<file path="config.mk">
export PLATFORM = sky130hd
export DESIGN_NAME = inst_queue
export DESIGN_NICKNAME = d
export VERILOG_FILES = /design/src/rtl/inst_queue_pkg.sv /design/src/rtl/iq_ram.sv /design/src/rtl/inst_queue.sv
export SDC_FILE = /design/constraint.sdc
export NUM_CORES = 1
export LEC_CHECK = 0
export CORE_AREA = 2 2 119 109
export DETAILED_ROUTE_END_ITERATION = 10
export DIE_AREA = 0 0 121 111
export DONT_BUFFER_PORTS = 1
export HOLD_SLACK_MARGIN = 0.1
export SLEW_MARGIN = 5
export SYNTH_ARGS = -nofsm -noshare
export SYNTH_HDL_FRONTEND = slang
export SYNTH_SLANG_ARGS = --single-unit
</file>
<file path="constraint.sdc">
create_clock -name clk -period 11.9 [get_ports clk]
set_clock_uncertainty 0.1 [all_clocks]
set_input_delay 2.38 -clock clk [delete_from_list [all_inputs] [get_ports clk]]
set_output_delay 2.38 -clock clk [all_outputs]
set_load 0.01 [all_outputs]
</file>
<file path="src/rtl/inst_queue_pkg.sv">
// Shared fetch/decode pipeline definitions for the instruction queue.
package inst_queue_pkg;

   localparam int unsigned IQ_XLEN = 32;
   localparam logic [IQ_XLEN-1:0] IQ_NOP = 32'h0000_0000;

   typedef struct packed {
      logic [IQ_XLEN-1:0] pc;
      logic [IQ_XLEN-1:0] inst;
   } iq_entry;

endpackage

</file>
<file path="src/rtl/iq_ram.sv">
// Instruction queue storage: DEPTH x {pc, inst}, synchronous write, asynchronous read.
// Storage is deliberately not reset; validity is tracked by the queue's occupancy count.
module iq_ram
   import inst_queue_pkg::*;
#(
   parameter int unsigned DEPTH = 2,
   parameter int unsigned AW    = 1
) (
   input  logic          clk,
   input  logic          we_i,
   input  logic [AW-1:0] waddr_i,
   input  iq_entry       wdata_i,
   input  logic [AW-1:0] raddr_i,
   output iq_entry       rdata_o
);

   iq_entry mem_q [DEPTH];

   always_ff @(posedge clk) begin
      if (we_i) begin
         mem_q[waddr_i] <= wdata_i;
      end
   end

   assign rdata_o = mem_q[raddr_i];

endmodule

</file>
<file path="src/rtl/inst_queue.sv">
// Fetch-to-decode circular FIFO: 1-cycle minimum latency, no fall-through, 1 inst/cycle.
// Pause is raised while full; a flush empties the queue and wins over push/pop.
module inst_queue
   import inst_queue_pkg::*;
#(
   parameter int unsigned        DEPTH = 2,
   parameter int unsigned        AW    = 1,
   parameter logic [IQ_XLEN-1:0] NOP   = IQ_NOP
) (
   input  logic               clk,
   input  logic               rstn,
   input  logic               i_IQ_valid,
   input  logic [IQ_XLEN-1:0] i_IQ_inst,
   input  logic [IQ_XLEN-1:0] i_IQ_PC,
   output logic               o_IQ_pause,
   input  logic               i_IQ_flush,
   output logic               o_ID_valid,
   output logic [IQ_XLEN-1:0] o_ID_inst,
   output logic [IQ_XLEN-1:0] o_ID_PC,
   input  logic               i_ID_ready,
   output logic [AW:0]        o_IQ_count
);

   localparam logic [AW:0] DEPTH_C = (AW+1)'(DEPTH);

   logic [AW-1:0] wr_ptr_q, wr_ptr_d;
   logic [AW-1:0] rd_ptr_q, rd_ptr_d;
   logic [AW:0]   count_q, count_d;
   logic          full, empty, push, pop;
   iq_entry       wr_entry, head_entry;

   assign full  = (count_q == DEPTH_C);
   assign empty = (count_q == '0);
   assign push  = i_IQ_valid & ~full;
   assign pop   = ~empty & i_ID_ready;

   assign wr_entry.pc   = i_IQ_PC;
   assign wr_entry.inst = i_IQ_inst;

   iq_ram #(
      .DEPTH (DEPTH),
      .AW    (AW)
   ) u_iq_ram (
      .clk     (clk),
      .we_i    (push & ~i_IQ_flush),
      .waddr_i (wr_ptr_q),
      .wdata_i (wr_entry),
      .raddr_i (rd_ptr_q),
      .rdata_o (head_entry)
   );

   // DEPTH is a power of two, so pointer wrap is plain overflow.
   always_comb begin
      wr_ptr_d = wr_ptr_q;
      rd_ptr_d = rd_ptr_q;
      count_d  = count_q;
      if (i_IQ_flush) begin
         wr_ptr_d = '0;
         rd_ptr_d = '0;
         count_d  = '0;
      end else begin
         if (push) wr_ptr_d = wr_ptr_q + 1'b1;
         if (pop)  rd_ptr_d = rd_ptr_q + 1'b1;
         if (push && !pop)      count_d = count_q + 1'b1;
         else if (pop && !push) count_d = count_q - 1'b1;
      end
   end

   always_ff @(posedge clk or negedge rstn) begin
      if (!rstn) begin
         wr_ptr_q <= '0;
         rd_ptr_q <= '0;
         count_q  <= '0;
      end else begin
         wr_ptr_q <= wr_ptr_d;
         rd_ptr_q <= rd_ptr_d;
         count_q  <= count_d;
      end
   end

   assign o_IQ_pause = full;
   assign o_ID_valid = ~empty;
   assign o_IQ_count = count_q;
   assign o_ID_inst  = empty ? NOP : head_entry.inst;
   assign o_ID_PC    = empty ? '0  : head_entry.pc;

   a_no_overflow: assert property (@(posedge clk) disable iff (!rstn) count_q <= DEPTH_C);
   a_no_underflow: assert property (@(posedge clk) disable iff (!rstn) pop |-> (count_q != '0));

endmodule

</file>
# After elaboration in Yosys (flattened, before gate mapping)
# Memory sizes are Yosys's and may differ from the RTL's.
# Index checks and enable logic that the tools add are counted.
dict set report totals {
  regBits 4
  latchBits 0
  ram_bits 128
  mem_bits_ro 0
  in_bits 69
  out_inout_bits 68
  elab_cells 34
  n_memories 1
}
# name words width rd rd_ports_with_merged_regs wr line_no
set memory_table {}
lappend memory_table {u_iq_ram.mem_q 2 64 1 0 1 iq_ram.sv:17} ;# iq_entry mem_q [DEPTH];
dict set report classes {
  n_addsub 4
  multipliers 0
  div_mod_pow 0
  order_cmp 0
  eq_ne 1
  n_shift 0
  muxes 11
  bitwise 6
  reduce_logical 8
}
# cell n
set ops {}
lappend ops {{two-way mux 32 bit} 2}
lappend ops {{two-way mux 1 bit} 6}
lappend ops {{two-way mux 2 bit} 3}
lappend ops {{nonzero test 2 bit} 2}
lappend ops {{bitwise AND 1 bit} 3}
lappend ops {{inverter 1 bit} 3}
lappend ops {{nonzero test 3 bit} 1}
lappend ops {{adder 1 bit (second input constant)} 2}
lappend ops {{adder 2 x 1 -> 2 bit (second input constant)} 1}
lappend ops {{equality test 2 bit (second input constant)} 1}
lappend ops {{logical AND 1 bit} 2}
lappend ops {{logical NOT 1 bit} 2}
lappend ops {{logical NOT 2 bit} 1}
lappend ops {{subtractor 2 x 1 -> 2 bit (second input constant)} 1}

# Longest topological paths before layout
# Gate-level depths: netlist of the first run.
dict set report logic_depth {
  word_depth 8
  mapped_depth 4
  depth_no_buf 3
}

# Cells and area by module
# Synthesis of the first run repeated with hierarchy kept, for this count alone.
dict set report hier_totals {
  cells_unflattened 297
  hier_area_um2 5622.9
}
# module instances cells_each area_per_inst_um2 seq_area_each_um2
set by_module_without_submodules {}
lappend by_module_without_submodules {iq_ram 1 201 4933.5 3843.7}
lappend by_module_without_submodules {inst_queue 1 96 689.4 100.1}

# Worst setup path after synthesis of the first run
# Ideal clock, no wire load.
dict set report synth_path {
  path_type {input -> register}
  startpoint {input i_IQ_valid}
  endpoint {memory u_iq_ram.mem_q[1][0] (netlist bit), enable pin}
  setup_time_ps 578
  t_arrival_ps 7132
  required_ps 11222
  path_slack_ps 4091
  cell_stages 2
  n_path_buf 0
  path_cell_list {nand2b_1 > nor3b_1}
}
dict set report synth_via {
  elab_chain_len 4
}
# element line_no
set synth_rtl {}
lappend synth_rtl {{start, declared} inst_queue.sv:12} ;# input logic i_IQ_valid,
lappend synth_rtl {{bitwise AND 1 bit} inst_queue.sv:34} ;# assign push = i_IQ_valid & ~full;
lappend synth_rtl {{bitwise AND 1 bit} inst_queue.sv:45} ;# .we_i (push & ~i_IQ_flush),
lappend synth_rtl {{two-way mux 1 bit} iq_ram.sv:20} ;# if (we_i) begin
lappend synth_rtl {{two-way mux 1 bit (implied by the code)} iq_ram.sv:21} ;# mem_q[waddr_i] <= wdata_i;
lappend synth_rtl {{end, declared} iq_ram.sv:17}
# No other way between the ends.

# Worst setup path in the final report of the first run
dict set report layout_path {
  startpoint {register count_q[0], in the netlist o_IQ_count[0]}
  endpoint {output o_ID_inst[26]}
}
dict set report layout_via {
  elab_chain_len 2
}
# element line_no
set layout_rtl {}
lappend layout_rtl {{start, declared} inst_queue.sv:28} ;# logic [AW:0] count_q, count_d;
lappend layout_rtl {{start signal, assigned} inst_queue.sv:77} ;# count_q <= count_d;
lappend layout_rtl {{logical NOT 2 bit} inst_queue.sv:33} ;# assign empty = (count_q == '0);
lappend layout_rtl {{two-way mux 32 bit} inst_queue.sv:84} ;# assign o_ID_inst = empty ? NOP : head_entry.inst;
lappend layout_rtl {{end, declared} inst_queue.sv:18} ;# output logic [IQ_XLEN-1:0] o_ID_inst,
# No other way between the ends.

==> results of run 1 <==
critical path, stage by stage (launching register included):
cell     delay, ns
dfrtp_1       0.51
nor2_4        0.66
buf_4         0.48
nor2_1        0.17
synth_stat cells (all sizes together):
| cell | n |
|---|---|
| edfxtp | 128 |
| nor2 | 67 |
| mux2i | 64 |
| buf | 13 |
| dfrtp | 4 |
| o21ai | 3 |
| a21oi | 2 |
| inv | 2 |
| a22oi | 1 |
| a31oi | 1 |
| clkbuf | 1 |
| nand2 | 1 |
| nand2b | 1 |
| nand3 | 1 |
| nand3b | 1 |
| nor2b | 1 |
| nor3 | 1 |
| nor3b | 1 |
| or3 | 1 |
| or4b | 1 |
| xor2 | 1 |
power by group:
group / leakage [nW] / total, W / internal (W) / switching, W
combinational: 0.347 / 0.0000585 / 0.0000211 / 0.0000375
sequential: 1.23 / 0.000545 / 0.000530 / 0.0000149
clock: 0.273 / 0.000474 / 0.000301 / 0.000173
total: 1.85 / 0.00108 / 0.000852 / 0.000226
cell type report:
| class | instances | area [um2] | area share (%) |
|---|---|---|---|
| clock buffer | 17 | 425 | 7.41 |
| multi-input combinational | 148 | 1010 | 17.7 |
| tap | 164 | 205 | 3.57 |
| timing repair buffer | 3 | 22.5 | 0.392 |
| inverter | 2 | 7.51 | 0.131 |
| clock inverter | 15 | 121 | 2.11 |
| sequential | 132 | 3950 | 68.7 |
kinds of logic after synthesis:
group                  Yosys count  share of synthesized area (%)
flip-flops                     132                           78.4
buffers and inverters           16                           1.77
XOR/XNOR                         1                          0.174
AO/OA/AOI/OAI                    7                          0.771
AND/OR/NAND/NOR                 76                           6.14
multiplexers                    64                           12.7
through the flow:
step                std cells  setup slack [ns]  hold slack, ns  utilization (%)
floorplan                 296              4.09           0.429                -
global placement          449              7.60           0.457             42.1
CTS                       481              7.05           0.480             46.5
detailed placement        449              7.50           0.472             42.1
global route              481              6.94           0.523             46.5
finish                    481              7.17           0.477             46.5
how the worst min path moves through the flow:
stage               startpoint  slack (ns)        to
global placement      wr_ptr_q        0.46  wr_ptr_q
floorplan             wr_ptr_q        0.43  wr_ptr_q
global route          wr_ptr_q        0.52  wr_ptr_q
CTS                   wr_ptr_q        0.48  wr_ptr_q
detailed placement    wr_ptr_q        0.47  wr_ptr_q
finish                wr_ptr_q        0.48  wr_ptr_q
metal layers:
layer	GRT usage [%]	routed length, um	vias to the layer above
li1	-	-	1115
met1	15.3	3370	1166
met2	20.6	4070	97
met3	8.28	1020	10
met4	5.66	129	0
met5	0	0	-
flip-flops by register name, summed over array words and instances, names as in the netlist:
register / cells
rd_ptr_q: 1
o_IQ_count: 2
u_iq_ram.mem_q: 128
wr_ptr_q: 1
==> flow_metrics.tcl, run 1 <==
set metrics [dict create \
    crit_path_start "o_IQ_count[0]" \
    status "completed" \
    hold-path-cell-count 2 \
    fmax_mhz 211 \
    grt_setup_unrepaired "no" \
    yosysTopAreaCell "edfxtp_1" \
    vias 2388 \
    ioPinCount 137 \
    cts_made_buffers 17 \
    ctsRootBufferMaster "clkbuf_16" \
    worstSetupEndpoint "o_ID_inst[26]" \
    ys_types 22 \
    worst_slew_pin_slew_ns 1.17 \
    final_common_cell "edfxtp_1" \
    synth_area_um2 5030 \
    cts_resized 0 \
    critPathCaptureType "output port" \
    critPathArrivalTime_ns 2.25 \
    cts_tree "built" \
    start_util_pct 40.7 \
    synth_cells 296 \
    grt_max_degree 66 \
    synth_seq_cells 132 \
    power_leakage_nw 1.85 \
    drive_gt1_share_pct 11.4 \
    setup_tns_ns 0 \
    reg2reg_to "u_iq_ram.mem_q[1][13]" \
    drt_iter0_markers 124 \
    min_period_over_period_pct 39.8 \
    antenna_found_initial 0 \
    gr-usage-all-layers_pct 13.6 \
    n_antenna_cell 0 \
    seq_area_frac_synth_pct 78.4 \
    ctsHtreeMaxLevel 4 \
    crit_fanout 34 \
    syn2layout_area_growth_pct 14.2 \
    postRouteAntennaNets 0 \
    rows 39 \
    dpl_cell_area_um2 5200 \
    nNetsFinal 373 \
    die_w_um 121 \
    place_congestion 0.696 \
    dr.pass1.iters 4 \
    synth_top_area_share_pct 76.4 \
    r2r_slack_ns 9.46 \
    layout_common_cells "128 x edfxtp_1, 66 x nor2_1, 64 x mux2i_1" \
    fin_crit_ns 4.73 \
    hold_viol_final 0 \
    overflow 0 \
    synth.area.top_cells "edfxtp_1 76%, mux2i_1 13%, nor2_1 5.0%" \
    clock_sinks 132 \
    power_w 0.00108 \
    clockBufferDepth 2 \
    max-cap-violations 0 \
    port_buffers 0 \
    finalSetupViolCount 0 \
    critical_path_class "reg -> out" \
    clk_pin_slew_ns 0.05 \
    grt_pass1_wl_mm 13.3 \
    dp_hpwl_mm 4.96 \
    grt_pass1_vias 2505 \
    worstSkewPairLatency_ns 0.40 \
    yosysWarnings 0 \
    core-area_um2 12300 \
    fillers 1063 \
    hold_path_class "reg -> reg" \
    postCtsSetupRepairBufs 0 \
    power_density_nw_per_um2 188 \
    drcViolationCount 0 \
    required_ns 9.42 \
    syn_nets 365 \
    fin_area_um2 5740 \
    die-area_um2 13400 \
    viasPerCell 4.96 \
    fp.dieH_um 111 \
    routedWlPerCell_um 17.9 \
    reg2reg_from "o_IQ_count[0]" \
    start_kind "register" \
    finalMaxSlewViolations 0 \
    relSlewSlack_pct 22.1 \
    syn_avg_cell_area_um2 17.0 \
    hold_buffers 0 \
    rr_worst_depth 4 \
    wirelength_mm 8.59 \
    vdd_drop_max_mv 0.106 \
]
(Power assumes the default switching activity.)
==> run 2, diff against run 1 <==
- clock period: 11.9 -> 3.9 ns (I/O delays scaled with it)
==> run 2 against run 1 <==
Non-clock buffer count increased by 5. Setup slack got worse by 6.2 ns. Die area unchanged. Critical endpoint is now o_ID_PC[6]. Highest routed layer unchanged.
==> flow_metrics.tcl, run 2 (same netlist as run 1, synthesis figures left out) <==
set metrics [dict create \
    largest_reg_flops 128 \
    max-cap-violations 0 \
    layout_common_cells "128 x edfxtp_1, 66 x nor2_1, 64 x mux2i_1" \
    clock_sinks 132 \
    final_common_cell "edfxtp_1" \
    rows 39 \
    antenna_found_initial 0 \
    viasPerCell 5.08 \
    postRouteAntennaNets 0 \
    fp.dieH_um 111 \
    drcViolationCount 0 \
    fin_crit_ns 2.96 \
    setup_tns_ns 0 \
    vias 2463 \
    dp_hpwl_mm 5.36 \
    worstSkewPairLatency_ns 0.41 \
    die-area_um2 13400 \
    clockBufferDepth 2 \
    drive_gt1_share_pct 10.9 \
    cts_made_buffers 17 \
    wirelength_mm 8.72 \
    port_buffers 0 \
    syn2layout_area_growth_pct 14.3 \
    crit_fanout 43 \
    critical_path_class "reg -> out" \
    fmax_mhz 338 \
    finalSetupViolCount 0 \
    drt_iter0_markers 115 \
    place_congestion 0.739 \
    vdd_drop_max_mv 0.301 \
    power_w 0.00315 \
    start_util_pct 40.7 \
    worst_slew_pin_slew_ns 0.765 \
    routedWlPerCell_um 18.0 \
    hold_path_class "in -> reg" \
    finalMaxSlewViolations 0 \
    required_ns 3.02 \
    power_leakage_nw 1.85 \
    min_period_over_period_pct 75.9 \
    n_antenna_cell 0 \
    power_density_nw_per_um2 549 \
    critPathArrivalTime_ns 2.08 \
    gr-usage-all-layers_pct 13.5 \
    regMostFlops "u_iq_ram.mem_q" \
    nNetsFinal 378 \
    core-area_um2 12300 \
    dr.pass1.iters 4 \
    cts_tree "built" \
    grt_pass1_vias 2547 \
    die_w_um 121 \
    fillers 1077 \
    postCtsSetupRepairBufs 0 \
    grt_pass1_wl_mm 13.4 \
    overflow 0 \
    grt_setup_unrepaired "no" \
    status "completed" \
    start_kind "register" \
    relSlewSlack_pct 49.0 \
    grt_max_degree 44 \
    clk_pin_slew_ns 0.05 \
    ctsHtreeMaxLevel 4 \
    ctsRootBufferMaster "clkbuf_16" \
    hold_viol_final 0 \
    critPathCaptureType "output port" \
    ioPinCount 137 \
]
==> run 2: through the flow <==
step / hold WS (ns) / setup WS, ns / cells / area [um2] / util, %
after CTS: 0.308 / 0.885 / 485 / 5750 / 46.5
after detailed placement: 0.385 / 1.33 / 453 / 5250 / 42.5
after floorplan: 0.384 / 0.756 / 296 / 5050 / -
after global routing: 0.304 / 0.786 / 485 / 5750 / 46.5
final: 0.329 / 0.941 / 485 / 5750 / 46.5
after global placement: 0.385 / 1.39 / 453 / 5250 / 42.5
==> run 2: routing by layer <==
| layer | vias to the layer above | share of wire, % | GRT usage, % |
|---|---|---|---|
| met2 | 101 | 49 | 21.5 |
| li1 | 1128 | - | - |
| met3 | 15 | 11 | 8.13 |
| met4 | 0 | 2.1 | 6.36 |
| met1 | 1219 | 38 | 14.2 |
| met5 | - | 0 | 0 |
==> run 2: cell type report <==
class                           count  area [um2]  share of cell area (%)
Sequential cell                   132        3950                    68.7
Multi-Input combinational cell    148        1030                    17.9
Clock buffer                       22         444                    7.73
Tap cell                          164         205                    3.57
Timing Repair Buffer                8        75.1                    1.31
Clock inverter                      9        40.0                   0.697
Inverter                            2        7.51                   0.131
==> run 2: report_power, final <==
group | total (W) | internal [W] | switching [W]
Sequential | 0.00165 | 0.00162 | 0.0000344
Clock | 0.00130 | 0.000790 | 0.000514
Combinational | 0.000198 | 0.0000695 | 0.000128
==> run 2: what timing repair did <==
action                                 in CTS  in global routing
resized for setup                           0                  0
hold buffers                                1                  0
endpoints found under the hold margin       4                  0
==> run 2: worst max-delay path: stages (launching register included) <==
cell	delay (ns)
dfrtp_4	0.90
buf_4	0.38
mux2i_1	0.24
nor2_1	0.10
==> run 2: final timing paths <==
path,start,end,slack [ns],cells after the start
max in group asynchronous,rstn,rd_ptr_q,2.95,1
worst max-delay path,rd_ptr_q,o_ID_PC[6],0.94,3
worst min-delay path,i_IQ_flush,wr_ptr_q,0.33,1
worst min register to register,wr_ptr_q,wr_ptr_q,0.53,2
worst max register to register,o_IQ_count[1],u_iq_ram.mem_q[1][14],1.64,4
min in group asynchronous,rstn,o_IQ_count[0],0.55,1
